--- config.mk ---
export PLATFORM = sky130hd
export DESIGN_NAME = cla_subtractor_seq_flat
export DESIGN_NICKNAME = d
export VERILOG_FILES = /design/src/rtl/cla_subtractor_seq_if.sv /design/src/rtl/cla_subtractor_seq.sv /design/src/flat_wrapper.sv
export SDC_FILE = /design/constraint.sdc
export NUM_CORES = 1
export LEC_CHECK = 0
export CORE_MARGIN = 3
export CORE_UTILIZATION = 45
export CTS_BUF_LIST = sky130_fd_sc_hd__clkbuf_4 sky130_fd_sc_hd__clkbuf_8
export CTS_CLUSTER_SIZE = 30
export DETAILED_ROUTE_END_ITERATION = 7
export PLACE_DENSITY = 0.75
export SYNTH_ARGS = -nofsm -noshare
export SYNTH_HDL_FRONTEND = slang
export SYNTH_SLANG_ARGS = --single-unit
--- constraint.sdc ---
create_clock -name clk -period 4.05 [get_ports clk]
set_input_delay 1.215 -clock clk [delete_from_list [all_inputs] [get_ports clk]]
set_output_delay 1.215 -clock clk [all_outputs]
set_load 0.03 [all_outputs]
--- src/rtl/cla_subtractor_seq_if.sv ---
// Handshake and data bundle for the nibble-serial CLA subtractor.
// The slave side (the subtractor) takes operands and returns diff, borrow and zero.
interface cla_subtractor_seq_if #(
    parameter int WIDTH = 8
);
    logic             in_valid;
    logic             in_ready;
    logic [WIDTH-1:0] a;
    logic [WIDTH-1:0] b;
    logic             out_valid;
    logic             out_ready;
    logic [WIDTH-1:0] diff;
    logic             borrow;
    logic             zero;

    modport master (
        output in_valid, a, b, out_ready,
        input  in_ready, out_valid, diff, borrow, zero
    );

    modport slave (
        input  in_valid, a, b, out_ready,
        output in_ready, out_valid, diff, borrow, zero
    );
endinterface

--- src/rtl/cla_subtractor_seq.sv ---
// Sequential subtractor: computes a - b one 4-bit nibble per cycle, LSB first,
// as a + ~b + 1 using a 4-bit carry-lookahead cell and a registered carry.
// Results sit in registered outputs and hold until the consumer takes them.
module cla_subtractor_seq #(
    parameter int WIDTH = 8
) (
    input logic                clk,
    input logic                rst_n,
    cla_subtractor_seq_if.slave bus
);
    localparam int NIB  = WIDTH / 4;
    localparam int IDXW = (NIB > 1) ? $clog2(NIB) : 1;
    localparam logic [IDXW-1:0] LAST_IDX = IDXW'(NIB - 1);

    typedef enum logic [1:0] {
        IDLE,
        CALC,
        DONE
    } state_t;

    state_t           state_q, state_d;
    logic [WIDTH-1:0] a_q, a_d;
    logic [WIDTH-1:0] b_q, b_d;
    logic [WIDTH-1:0] diff_q, diff_d;
    logic [IDXW-1:0]  idx_q, idx_d;
    logic             carry_q, carry_d;
    logic             borrow_q, borrow_d;
    logic             zero_q, zero_d;
    logic             in_ready_q, in_ready_d;
    logic             out_valid_q, out_valid_d;

    logic [IDXW+1:0]  base;
    logic [3:0]       a_nib;
    logic [3:0]       b_nib;
    logic [3:0]       g;
    logic [3:0]       p;
    logic [4:0]       c;
    logic [3:0]       sum;

    // One nibble of a + ~b + carry_in with all carries formed in parallel from G/P.
    always_comb begin
        base  = {idx_q, 2'b00};
        a_nib = a_q[base +: 4];
        b_nib = b_q[base +: 4];
        g     = a_nib & ~b_nib;
        p     = a_nib | ~b_nib;
        c[0]  = carry_q;
        c[1]  = g[0] | (p[0] & c[0]);
        c[2]  = g[1] | (p[1] & g[0]) | (p[1] & p[0] & c[0]);
        c[3]  = g[2] | (p[2] & g[1]) | (p[2] & p[1] & g[0]) | (p[2] & p[1] & p[0] & c[0]);
        c[4]  = g[3] | (p[3] & g[2]) | (p[3] & p[2] & g[1]) | (p[3] & p[2] & p[1] & g[0])
              | (p[3] & p[2] & p[1] & p[0] & c[0]);
        sum   = a_nib ^ ~b_nib ^ c[3:0];
    end

    // Next-state logic: accept in IDLE, step nibbles in CALC, hold the result in DONE.
    always_comb begin
        state_d  = state_q;
        a_d      = a_q;
        b_d      = b_q;
        diff_d   = diff_q;
        idx_d    = idx_q;
        carry_d  = carry_q;
        borrow_d = borrow_q;
        zero_d   = zero_q;
        case (state_q)
            IDLE: begin
                if (bus.in_valid && in_ready_q) begin
                    a_d     = bus.a;
                    b_d     = bus.b;
                    idx_d   = '0;
                    carry_d = 1'b1;
                    state_d = CALC;
                end
            end
            CALC: begin
                diff_d[base +: 4] = sum;
                carry_d           = c[4];
                idx_d             = idx_q + 1'b1;
                if (idx_q == LAST_IDX) begin
                    state_d  = DONE;
                    borrow_d = ~c[4];
                    zero_d   = ~|diff_d;
                end
            end
            DONE: begin
                if (bus.out_ready) begin
                    state_d = IDLE;
                end
            end
            default: state_d = IDLE;
        endcase
        in_ready_d  = (state_d == IDLE);
        out_valid_d = (state_d == DONE);
    end

    // State and output registers; reset clears everything immediately.
    always_ff @(posedge clk or negedge rst_n) begin
        if (!rst_n) begin
            state_q     <= IDLE;
            a_q         <= '0;
            b_q         <= '0;
            diff_q      <= '0;
            idx_q       <= '0;
            carry_q     <= 1'b0;
            borrow_q    <= 1'b0;
            zero_q      <= 1'b0;
            in_ready_q  <= 1'b0;
            out_valid_q <= 1'b0;
        end else begin
            state_q     <= state_d;
            a_q         <= a_d;
            b_q         <= b_d;
            diff_q      <= diff_d;
            idx_q       <= idx_d;
            carry_q     <= carry_d;
            borrow_q    <= borrow_d;
            zero_q      <= zero_d;
            in_ready_q  <= in_ready_d;
            out_valid_q <= out_valid_d;
        end
    end

    assign bus.in_ready  = in_ready_q;
    assign bus.out_valid = out_valid_q;
    assign bus.diff      = diff_q;
    assign bus.borrow    = borrow_q;
    assign bus.zero      = zero_q;
endmodule
--- src/flat_wrapper.sv ---
// flat-port wrapper written by rule: the top's interface ports become plain ports
module cla_subtractor_seq_flat 
#(
    parameter int WIDTH = 8
)
  (clk, rst_n, bus_in_valid, bus_a, bus_b, bus_out_ready, bus_in_ready, bus_out_valid, bus_diff, bus_borrow, bus_zero);
  cla_subtractor_seq_if #(.WIDTH(WIDTH)) bus_i ();
  input logic clk;
  input logic rst_n;
  input wire logic [$bits(bus_i.in_valid)-1:0] bus_in_valid;
  input wire logic [$bits(bus_i.a)-1:0] bus_a;
  input wire logic [$bits(bus_i.b)-1:0] bus_b;
  input wire logic [$bits(bus_i.out_ready)-1:0] bus_out_ready;
  output wire logic [$bits(bus_i.in_ready)-1:0] bus_in_ready;
  output wire logic [$bits(bus_i.out_valid)-1:0] bus_out_valid;
  output wire logic [$bits(bus_i.diff)-1:0] bus_diff;
  output wire logic [$bits(bus_i.borrow)-1:0] bus_borrow;
  output wire logic [$bits(bus_i.zero)-1:0] bus_zero;
  assign bus_i.in_valid = bus_in_valid;
  assign bus_i.a = bus_a;
  assign bus_i.b = bus_b;
  assign bus_i.out_ready = bus_out_ready;
  assign bus_in_ready = bus_i.in_ready;
  assign bus_out_valid = bus_i.out_valid;
  assign bus_diff = bus_i.diff;
  assign bus_borrow = bus_i.borrow;
  assign bus_zero = bus_i.zero;
  cla_subtractor_seq #(.WIDTH(WIDTH)) u_core (.clk(clk), .rst_n(rst_n), .bus(bus_i));
endmodule
==> Word level (Yosys, flattened, before mapping) <==
Cells that the tools add are included.
Widths: inputs -> output; s select.
{ "totals": {"out_inout_bits": 12, "in_bits": 20, "wordCells": 70, "ff_bits": 32} }
{ "op_classes": {"bitwise": 32, "reduce_logical": 9, "n_mux": 9, "n_shift": 4, "n_addsub": 2, "eq_ne": 4} }
{ "ops": {"columns": ["operator", "n"], "rows": [
  ["$and 1x1->1", 16],
  ["$shiftx 8x4->4", 2],
  ["$or 1x1->1", 10],
  ["$bwmux 8", 1],
  ["$reduce_or 8->1", 1],
  ["$shift 4x5->8 const A", 1],
  ["$shiftx 4x5->8", 1],
  ["$xor 4x4->4", 2],
  ["$mux 2", 3],
  ["$pmux 2 s3", 1],
  ["$reduce_and 2->1", 3],
  ["$neg 3->5", 1],
  ["$and 4x4->4", 1],
  ["$eq 2x2->1 const B", 2],
  ["$logic_not 2->1", 2],
  ["$not 4->4", 1],
  ["$or 4x4->4", 1],
  ["$pmux 1 s2", 2],
  ["$eq 2x1->1 const B", 1],
  ["$mux 1", 2],
  ["$ne 2x1->1 const B", 1],
  ["$reduce_bool 2->1", 1],
  ["$add 1x1->1 const B", 1],
  ["$logic_and 1x1->1", 1],
  ["other kinds (2)", 2]
]} }

==> Longest topological paths before layout <==
Gate-level depths: netlist (run 1).
{ "depth": {"depth_word": 12, "mapped_depth": 8, "ltp_nobuf": 7} }

==> Worst setup path before layout (run 1) <==
OpenSTA, ideal clock, no wires.
{ "synth_path": {"path_kind": "input port to flip-flop", "start": "input port bus_in_valid", "end": "register u_core.a_q[3]", "arrival_time_ns": 2.124, "setup_time_ns": 0.125, "required_ns": 3.925, "n_path_buf": 1, "cell_stages": 4, "path_slack_ns": 1.801, "cell_sequence": "nand2_1 nor3_4 buf_6 mux2_2"} }
{ "synth_between": {"elab_chain_cells": 2} }
{ "synth_lines": {"columns": ["item", "line", "rtl"], "rows": [
  ["start: declaration", "flat_wrapper.sv:10", "input wire logic [$bits(bus_i.in_valid)-1:0] bus_in_valid;"],
  ["$logic_and 1x1->1", "cla_subtractor_seq.sv:68", "if (bus.in_valid && in_ready_q) begin"],
  ["$reduce_and 2->1 (no line)", null, null],
  ["end signal: assignment", "cla_subtractor_seq.sv:101", "a_q <= '0;"],
  ["end signal: assignment", "cla_subtractor_seq.sv:112", "a_q <= a_d;"],
  ["end: declaration", "cla_subtractor_seq.sv:22", "logic [WIDTH-1:0] a_q, a_d;"]
]} }
Every way passes these cells.
A chain may end at the register's enable or synchronous reset.

==> Final worst setup path (run 1) <==
{ "layout_path": {"start": "register u_core.diff_q[1], in the netlist u_core.bus.diff[1]", "end": "output port bus_diff[1]"} }
{ "layout_lines": {"columns": ["item", "line", "rtl"], "rows": [
  ["start: declaration", "cla_subtractor_seq.sv:24", "logic [WIDTH-1:0] diff_q, diff_d;"],
  ["start signal: assignment", "cla_subtractor_seq.sv:114", "diff_q <= diff_d;"],
  ["end: declaration", "flat_wrapper.sv:16", "output wire logic [$bits(bus_i.diff)-1:0] bus_diff;"]
]} }
No word-level cell between the ends.

==> flow_metrics.env, run 1 <==
export IMPL_status="complete, no violations"
export IMPL_finalHoldViolations=0
export IMPL_hold_depth=2
export IMPL_synth_area_um2=1551
export IMPL_antenna_found_initial=0
export IMPL_die_h_um=64.72
export IMPL_grt_pass1_vias=987
export IMPL_drc=0
export IMPL_max_slew_margin=0.4554
export IMPL_synth_seq_cells=32
export IMPL_grt_usage=0.1355
export IMPL_cp_start_kind="register"
export IMPL_cts_hold_buffers_added=0
export IMPL_p_per_area_nw_per_um2=916.6
export IMPL_synth_yosys_seq_area_share=0.5161
export IMPL_setup_violations=0
export IMPL_dpl_cell_area_um2=1898
export IMPL_die_area_um2=4188
export IMPL_postRouteAntennaNets=0
export IMPL_port_buffers=31
export IMPL_cts_tree="yes"
export IMPL_io_pins=32
export IMPL_rows=20
export IMPL_clk_pin_slew_ps=100
export IMPL_fmax_ghz=0.3789
export IMPL_yosys_area_top_type_share=0.5161
export IMPL_cp_num_buf_inv=1
export IMPL_cpMaxStageDelayCell="clkdlybuf4s50_1"
export IMPL_synth_top_area_cell="dfrtp_1"
export IMPL_critPathMaxStageDelay_ps=690
export IMPL_final_util=0.6272
export IMPL_p_leak_uw=0.0009068
export IMPL_finalWirelength_um=2512
export IMPL_drv_slew=0
export IMPL_async_reset_ff_frac=1.000
export IMPL_synth_common_cells="dfrtp_1, mux2_2, nand2_1, ha_1, inv_1"
export IMPL_core_area_um2=3178
export IMPL_path_depth=1
export IMPL_post_cts_setup_buffers=0
export IMPL_design_area_um2=1993
export IMPL_cp_max_fo=3
export IMPL_synthesis_nets=159
export IMPL_antennaDiodeCount=0
export IMPL_rsz0062_at_grt="no"
export IMPL_hp_class="register to register"
export IMPL_nNetsFinal=194
export IMPL_avgSynthCellArea_um2=12.03
export IMPL_period_share=0.6516
export IMPL_end_kind="primary output"
export IMPL_yosysMostFrequentCell="dfrtp_1"
export IMPL_wl_per_cell_um=12.02
export IMPL_worst_ep_arrival_time_ps=1420
export IMPL_multi_input_area_um2=690.7
export IMPL_vias=1020
export IMPL_grt_max_degree=33
export IMPL_setup_tns_ps=0
export IMPL_synth_cells=129
export IMPL_clock_insertion_delay_worst_skew_ps=330
export IMPL_place_gp_congestion=0.8396
export IMPL_synth_area_leaders="dfrtp_1, mux2_2, ha_1, mux2i_1, nand2_1"
export IMPL_grt_pass1_wl_um=4291
export IMPL_finClkSkew_ps=5.863
export IMPL_yosys_cell_types_count=29
export IMPL_place_ws_ps=1089
export IMPL_crit_chain="clkdlybuf4s50_1"
export IMPL_fillCellCount=277
export IMPL_clock_sinks=32
export IMPL_grt_ovfl_total=0
export IMPL_drive_above_1_share=0.1636
export IMPL_cts_htree_levels=2
export IMPL_cap_violations=0
export IMPL_irDropWorstVdd_uv=381.3
export IMPL_first_pass_iters=4
export IMPL_seqCellArea_um2=800.8
export IMPL_cp_top_family="buffers and inverters"
export IMPL_worstMarginPinSlew_ps=814.2
export IMPL_reg2reg_slack_ps=1580
export IMPL_first_iter_violations=60
export IMPL_ctsResizeCount=0
export IMPL_cts_buffers=5
export IMPL_initial_utilization=0.4882
export IMPL_dp_hpwl_um=1926
export IMPL_area_growth_pct=28.47
export IMPL_r2r_cells=6
export IMPL_setup_slack_ps=1411
export IMPL_fin_crit_ps=2639
export IMPL_cp_required_ps=2830
export IMPL_criticalPathCategory="register to primary output"
export IMPL_vias_per_cell=4.880
export IMPL_die_w_um=64.72
export IMPL_synthesis_yosys_warnings=0
export IMPL_root_buffer="clkbuf_4"
export IMPL_synth_edf_count=0
export IMPL_clock_path_buffers=2
export IMPL_synth_flop_cell="dfrtp_1"
## layout by cell type, fill, tap and decap left out, drive strengths merged
cell type,synthesis,layout
clkbuf,0,7
nor2b,3,3
o211ai,1,1
nor3,3,3
inv,9,9
o21ai,7,7
dfrtp,32,32
and2b,1,1
mux2i,8,8
and2,1,1
a22o,1,1
clkdlybuf4s50,0,31
nand2,12,12
a211oi,1,1
o21bai,1,1
a21bo,1,1
nor2,6,6
a31oi,1,1
nand2b,3,3
nor4,1,1
a21oi,1,1
o311ai,1,1
ha,9,9
mux2,18,18
a32o,1,1
xnor2,2,2
bufinv,0,1
fa,1,1
buf,4,1
## where the power goes
part,switching (uW),leakage [uW],internal (uW)
Clock,105,0.0000515,164
Combinational,506,0.000468,462
Sequential,111,0.000387,479
Total,723,0.000907,1100
## routing by layer
| layer | GRT usage | part of all wire | vias up |
|---|---|---|---|
| met5 | 0 | 0 | - |
| met2 | 0.2261 | 0.47 | 29 |
| met4 | 0.07124 | 0.016 | 0 |
| met3 | 0.04333 | 0.068 | 5 |
| met1 | 0.1538 | 0.44 | 482 |
| li1 | - | - | 504 |
## final timing paths
| path | start | end |
|---|---|---|
| worst max-delay path | u_core.bus.diff[1] | bus_diff[1] |
| worst min-delay path | u_core.bus.diff[7] | u_core.bus.diff[7] |
| worst max register to register | u_core.idx_q | u_core.bus.zero |
| worst min register to register | u_core.bus.diff[7] | u_core.bus.diff[7] |
| max in group asynchronous | rst_n | u_core.b_q[7] |
| min in group asynchronous | rst_n | u_core.bus.diff[5] |
## registers in the layout, indices dropped and copies added, names as in the netlist
name / count
u_core.a_q: 8
u_core.bus.in_ready: 1
u_core.bus.diff: 8
u_core.state_q: 2
u_core.bus.borrow: 1
u_core.bus.zero: 1
u_core.b_q: 8
u_core.bus.out_valid: 1
u_core.idx_q: 1
u_core.carry_q: 1
## kinds of logic after synthesis
kind of cell | share of synthesized area
mux | 0.1823
flops | 0.5161
fa+ha+maj | 0.08549
compound gates | 0.06855
xor+xnor | 0.01129
simple gates | 0.09759
buf+inv | 0.03870
## stage by stage
| stage | instances | hold slack (ps) | power (uW) |
|---|---|---|---|
| finish | 209 | 494.7 | 1827 |
| detailed placement | 201 | 480.2 | 1576 |
| global placement | 201 | 463.0 | 1539 |
| global route | 209 | 527.0 | 1980 |
| floorplan | 129 | 479.9 | 1309 |
| CTS | 209 | 502.8 | 1849 |
## area by class of cell
class | count | share of cell area
Tap cell | 44 | 0.02762
Timing Repair Buffer | 32 | 0.1594
Clock buffer | 7 | 0.03264
Multi-Input combinational cell | 84 | 0.3465
Clock inverter | 1 | 0.01507
Sequential cell | 32 | 0.4018
Inverter | 9 | 0.01695
Power figures use the tool's default switching activity.
==> run 2: changes to the inputs <==
==> constraint.sdc (replaced) <==
create_clock -name clk -period 2.5 [get_ports clk]
set_input_delay 0.75 -clock clk [delete_from_list [all_inputs] [get_ports clk]]
set_output_delay 0.75 -clock clk [all_outputs]
set_load 0.03 [all_outputs]
==> run 2 against run 1 <==
First-iteration DRC count is 22% lower. Core utilization decreased by 0.43 points. Critical path depth rose by 6. Clock skew increased by 1.6 ps. Via count grew 2.6%. Critical endpoint is now u_core.bus.zero. Largest cell class unchanged.
==> flow_metrics.env, run 2 (synthesis gave the netlist of run 1 again) <==
export IMPL_hold_depth=2
export IMPL_postRouteAntennaNets=0
export IMPL_finClkSkew_ps=7.456
export IMPL_cp_start_kind="register"
export IMPL_fmax_ghz=0.4320
export IMPL_cts_htree_levels=2
export IMPL_antennaDiodeCount=0
export IMPL_first_pass_iters=4
export IMPL_max_slew_margin=0.6654
export IMPL_dp_hpwl_um=2014
export IMPL_critPathMaxStageDelay_ps=520
export IMPL_drc=0
export IMPL_finalWirelength_um=2581
export IMPL_cts_tree="yes"
export IMPL_vias_per_cell=4.962
export IMPL_rows=20
export IMPL_area_growth_pct=27.58
export IMPL_cp_max_fo=5
export IMPL_grt_ovfl_total=0
export IMPL_drive_above_1_share=0.1737
export IMPL_cpMaxStageDelayCell="dfrtp_1"
export IMPL_vias=1047
export IMPL_antenna_found_initial=0
export IMPL_nNetsFinal=196
export IMPL_fillCellCount=273
export IMPL_multi_input_area_um2=690.7
export IMPL_io_pins=32
export IMPL_clock_sinks=32
export IMPL_final_common_cell="dfrtp_1"
export IMPL_crit_chain="mux2i_1, inv_1, ha_1, nand2b_1, a211oi_1, o311ai_1, a32o_1"
export IMPL_p_per_area_nw_per_um2=1455
export IMPL_status="complete, no violations"
export IMPL_holdWs_ps=488.5
export IMPL_post_cts_setup_buffers=0
export IMPL_period_share=0.9259
export IMPL_first_iter_violations=47
export IMPL_initial_utilization=0.4882
export IMPL_clk_pin_slew_ps=90
export IMPL_wl_per_cell_um=12.23
export IMPL_irDropWorstVdd_uv=610.9
export IMPL_clock_path_buffers=2
export IMPL_rsz0062_at_grt="no"
export IMPL_die_w_um=64.72
export IMPL_cts_buffers=5
export IMPL_finalHoldViolations=0
export IMPL_fin_crit_ps=2315
export IMPL_die_h_um=64.72
export IMPL_die_area_um2=4188
export IMPL_port_buffers=31
export IMPL_root_buffer="clkbuf_4"
export IMPL_cts_hold_buffers_added=0
export IMPL_grt_max_degree=33
export IMPL_cap_violations=0
export IMPL_end_kind="register"
export IMPL_drv_slew=0
export IMPL_seqCellArea_um2=800.8
export IMPL_p_leak_uw=0.0009049
export IMPL_core_area_um2=3178
export IMPL_place_gp_congestion=0.8842
export IMPL_worstMarginPinSlew_ps=494.1
export IMPL_final_cell_mix="dfrtp_1, clkdlybuf4s50_1, mux2_2"
export IMPL_criticalPathCategory="register to register"
export IMPL_setup_violations=0
export IMPL_hp_class="register to register"
export IMPL_clock_insertion_delay_worst_skew_ps=320
export IMPL_setup_tns_ps=0
export IMPL_worst_ep_arrival_time_ps=2540
export IMPL_r2r_cells=7
export IMPL_grt_pass1_wl_um=4491
export IMPL_ctsResizeCount=0
export IMPL_grt_usage=0.1424
export IMPL_cp_required_ps=2720
export IMPL_grt_pass1_vias=1040
==> run 2: changes by cell type in the layout (fill, tap and decap cells not counted), sizes merged <==
cell / delta
buf: +2
bufinv: -1
clkbuf: +1
==> run 2: final timing paths <==
| check | startpoint | to | slack (ps) |
|---|---|---|---|
| max reg2reg | u_core.idx_q | u_core.bus.zero | 190 |
| min reg2reg | u_core.bus.diff[7] | u_core.bus.diff[7] | 490 |
| min | u_core.bus.diff[7] | u_core.bus.diff[7] | 490 |
| min in group asynchronous | rst_n | u_core.bus.diff[0] | 820 |
| max | u_core.idx_q | u_core.bus.zero | 190 |
| max in group asynchronous | rst_n | u_core.a_q[7] | 1400 |
==> run 2: cell type report <==
type | count | share of cell area
clock buffer | 8 | 0.03350
inverter | 9 | 0.01707
multi-input combinational | 84 | 0.3489
sequential | 32 | 0.4046
tap | 44 | 0.02781
timing repair buffer | 34 | 0.1681
==> run 2: stage by stage <==
stage | utilization | cells | area [um^2] | setup slack (ps) | power (uW)
global placement | 0.6020 | 203 | 1913 | 304.1 | 2519
CTS | 0.6228 | 211 | 1979 | 201.2 | 2914
floorplan | - | 129 | 1551 | 426.1 | 2120
finish | 0.6228 | 211 | 1979 | 185.3 | 2879
detailed placement | 0.6020 | 203 | 1913 | 236.3 | 2588
global route | 0.6228 | 211 | 1979 | 33.93 | 3140
==> run 2: routing by layer <==
layer  GRT usage  share of wire  up-vias  routed length (um)
li1            -              -      513                   -
met1      0.1580           0.42      495                1095
met2      0.2465           0.49       37                1274
met3     0.06239          0.078        2                 201
met4     0.03958         0.0035        0                   9
met5           0              0        -                   0
==> run 2: critical path, delay by kind of cell (launching register included) <==
kind / cells / cell delay (ps)
fa+ha+maj: 1 / 210
simple gates: 1 / 170
buf+inv: 1 / 90
mux: 1 / 420
flops: 1 / 520
compound gates: 3 / 800
==> run 2: power breakdown <==
part	leakage [uW]	switching, uW	internal, uW	total [uW]
Combinational	0.000478	861	762	1620
Sequential	0.000387	160	776	936
Clock	0.0000394	160	160	320
==> run 3: changes to the inputs <==
--- a/config.mk
+++ b/config.mk
@@ -5,6 +5,7 @@
 export SDC_FILE = /design/constraint.sdc
 export NUM_CORES = 1
 export LEC_CHECK = 0
+export CORE_ASPECT_RATIO = 2
 export CORE_MARGIN = 3
 export CORE_UTILIZATION = 45
 export CTS_BUF_LIST = sky130_fd_sc_hd__clkbuf_4 sky130_fd_sc_hd__clkbuf_8
==> constraint.sdc (replaced) <==
create_clock -name clk -period 2.5 [get_ports clk]
set_input_delay 0.625 -clock clk [delete_from_list [all_inputs] [get_ports clk]]
set_output_delay 0.625 -clock clk [all_outputs]
set_load 0.03 [all_outputs]
==> run 3 against run 2 <==
Setup slack improved by 210 ps. Via count is 0.29% lower. Largest cell class unchanged. Total power grew 3.0%. Sequential power is 0.5% lower. Design area grew 0.76%. Global-route usage up 1.1 points. Register-to-register slack improved by 210 ps. Clock-buffer cell count unchanged. Cell count shrank 6.2%. First-iteration DRC count is 62% lower.
==> flow_metrics.env, run 3 (synthesis gave the netlist of run 1 again) <==
export IMPL_cpMaxStageDelayCell="fa_1"
export IMPL_end_kind="register"
export IMPL_first_iter_violations=18
export IMPL_clk_pin_slew_ps=60
export IMPL_period_share=0.8434
export IMPL_dp_hpwl_um=2112
export IMPL_setup_slack_ps=391.5
export IMPL_port_buffers=31
export IMPL_clock_path_buffers=2
export IMPL_finClkSkew_ps=2.754
export IMPL_fin_crit_ps=2109
export IMPL_grt_usage=0.1532
export IMPL_cts_buffers=5
export IMPL_ctsResizeCount=0
export IMPL_die_w_um=47.52
export IMPL_p_per_area_nw_per_um2=1487
export IMPL_vias_per_cell=5.273
export IMPL_crit_chain="mux2i_1, fa_1, nor4_1, nand2_1, nor3_1, a32o_1"
export IMPL_cp_start_kind="register"
export IMPL_status="complete, no violations"
export IMPL_irDropWorstVdd_uv=757.4
export IMPL_rsz0062_at_grt="no"
export IMPL_max_slew_margin=0.7430
export IMPL_place_ws_ps=399.0
export IMPL_grt_max_degree=33
export IMPL_cts_hold_buffers_added=0
export IMPL_cap_violations=0
export IMPL_hp_class="register to register"
export IMPL_grt_ovfl_total=0
export IMPL_die_area_um2=4231
export IMPL_final_util=0.6176
export IMPL_cts_htree_levels=2
export IMPL_drc=0
export IMPL_clock_sinks=32
export IMPL_place_gp_congestion=0.7736
export IMPL_vias=1044
export IMPL_antenna_found_initial=0
export IMPL_area_growth_pct=28.55
export IMPL_grt_pass1_wl_um=4623
export IMPL_setup_tns_ps=0
export IMPL_p_leak_uw=0.0009179
export IMPL_root_buffer="clkbuf_8"
export IMPL_setup_violations=0
export IMPL_initial_utilization=0.4804
export IMPL_fillCellCount=278
export IMPL_antennaDiodeCount=0
export IMPL_wl_per_cell_um=13.51
export IMPL_first_pass_iters=2
export IMPL_critPathMaxStageDelay_ps=520
export IMPL_post_cts_setup_buffers=0
export IMPL_cp_required_ps=2720
export IMPL_final_cell_mix="dfrtp_1, clkdlybuf4s50_1, mux2_2"
export IMPL_reg2reg_slack_ps=390
export IMPL_grt_pass1_vias=1077
export IMPL_core_area_um2=3229
export IMPL_worstMarginPinSlew_ps=374.8
export IMPL_cp_max_fo=4
export IMPL_finalHoldViolations=0
export IMPL_nNetsFinal=196
export IMPL_worst_ep_arrival_time_ps=2330
export IMPL_cts_tree="yes"
export IMPL_finalWirelength_um=2674
export IMPL_final_common_cell="dfrtp_1"
export IMPL_criticalPathCategory="register to register"
export IMPL_rows=29
export IMPL_drv_slew=0
export IMPL_postRouteAntennaNets=0
export IMPL_clock_insertion_delay_worst_skew_ps=280
export IMPL_fmax_ghz=0.4743
export IMPL_io_pins=32
export IMPL_die_h_um=89.04
export IMPL_drive_above_1_share=0.1737
==> run 3: power breakdown <==
group,internal [uW],switching (uW)
logic,766,852
clock network,246,172
registers,779,152
==> run 3: worst max-delay path: cells and delay by family, from the launching register on <==
kind	cells	cell delay (ps)
AOI/OAI and AO/OA	1	190
DFF	1	390
and+or+nand+nor	3	550
muxes	1	390
adders and majority gates	1	520
==> run 3: final cells by class <==
cell class                      count  area [um^2]  share of cell area
Clock buffer                        8        97.59             0.04893
Inverter                            9        33.78             0.01694
Sequential cell                    32        800.8              0.4015
Multi-Input combinational cell     84        690.7              0.3463
Tap cell                           31        38.79             0.01945
Timing Repair Buffer               34        332.8              0.1669
==> run 3: worst paths after layout <==
kind                                            to               start  cells past startpoint
worst max-delay path               u_core.bus.zero        u_core.idx_q                      6
worst min-delay path            u_core.bus.diff[7]  u_core.bus.diff[7]                      2
worst max register to register     u_core.bus.zero        u_core.idx_q                      6
worst min register to register  u_core.bus.diff[7]  u_core.bus.diff[7]                      2
max in group asynchronous        u_core.state_q[0]               rst_n                      2
min in group asynchronous       u_core.bus.diff[4]               rst_n                      2
==> run 3: stage by stage <==
step	instances	total power (uW)	hold WS, ps	instance area [um^2]
final	198	2966	486.8	1994
after detailed placement	190	2572	481.9	1897
after global routing	198	3222	530.0	1994
after floorplan	129	2120	329.4	1551
after global placement	190	2518	464.2	1897
after CTS	198	3006	496.4	1994
==> run 3: routing by layer <==
layer | vias to the layer above | wire [um] | global-route usage
met3 | 6 | 111 | 0.03629
met4 | 0 | 61 | 0.07557
li1 | 512 | - | -
met2 | 23 | 1559 | 0.2763
met1 | 503 | 941 | 0.1518
met5 | - | 0 | 0
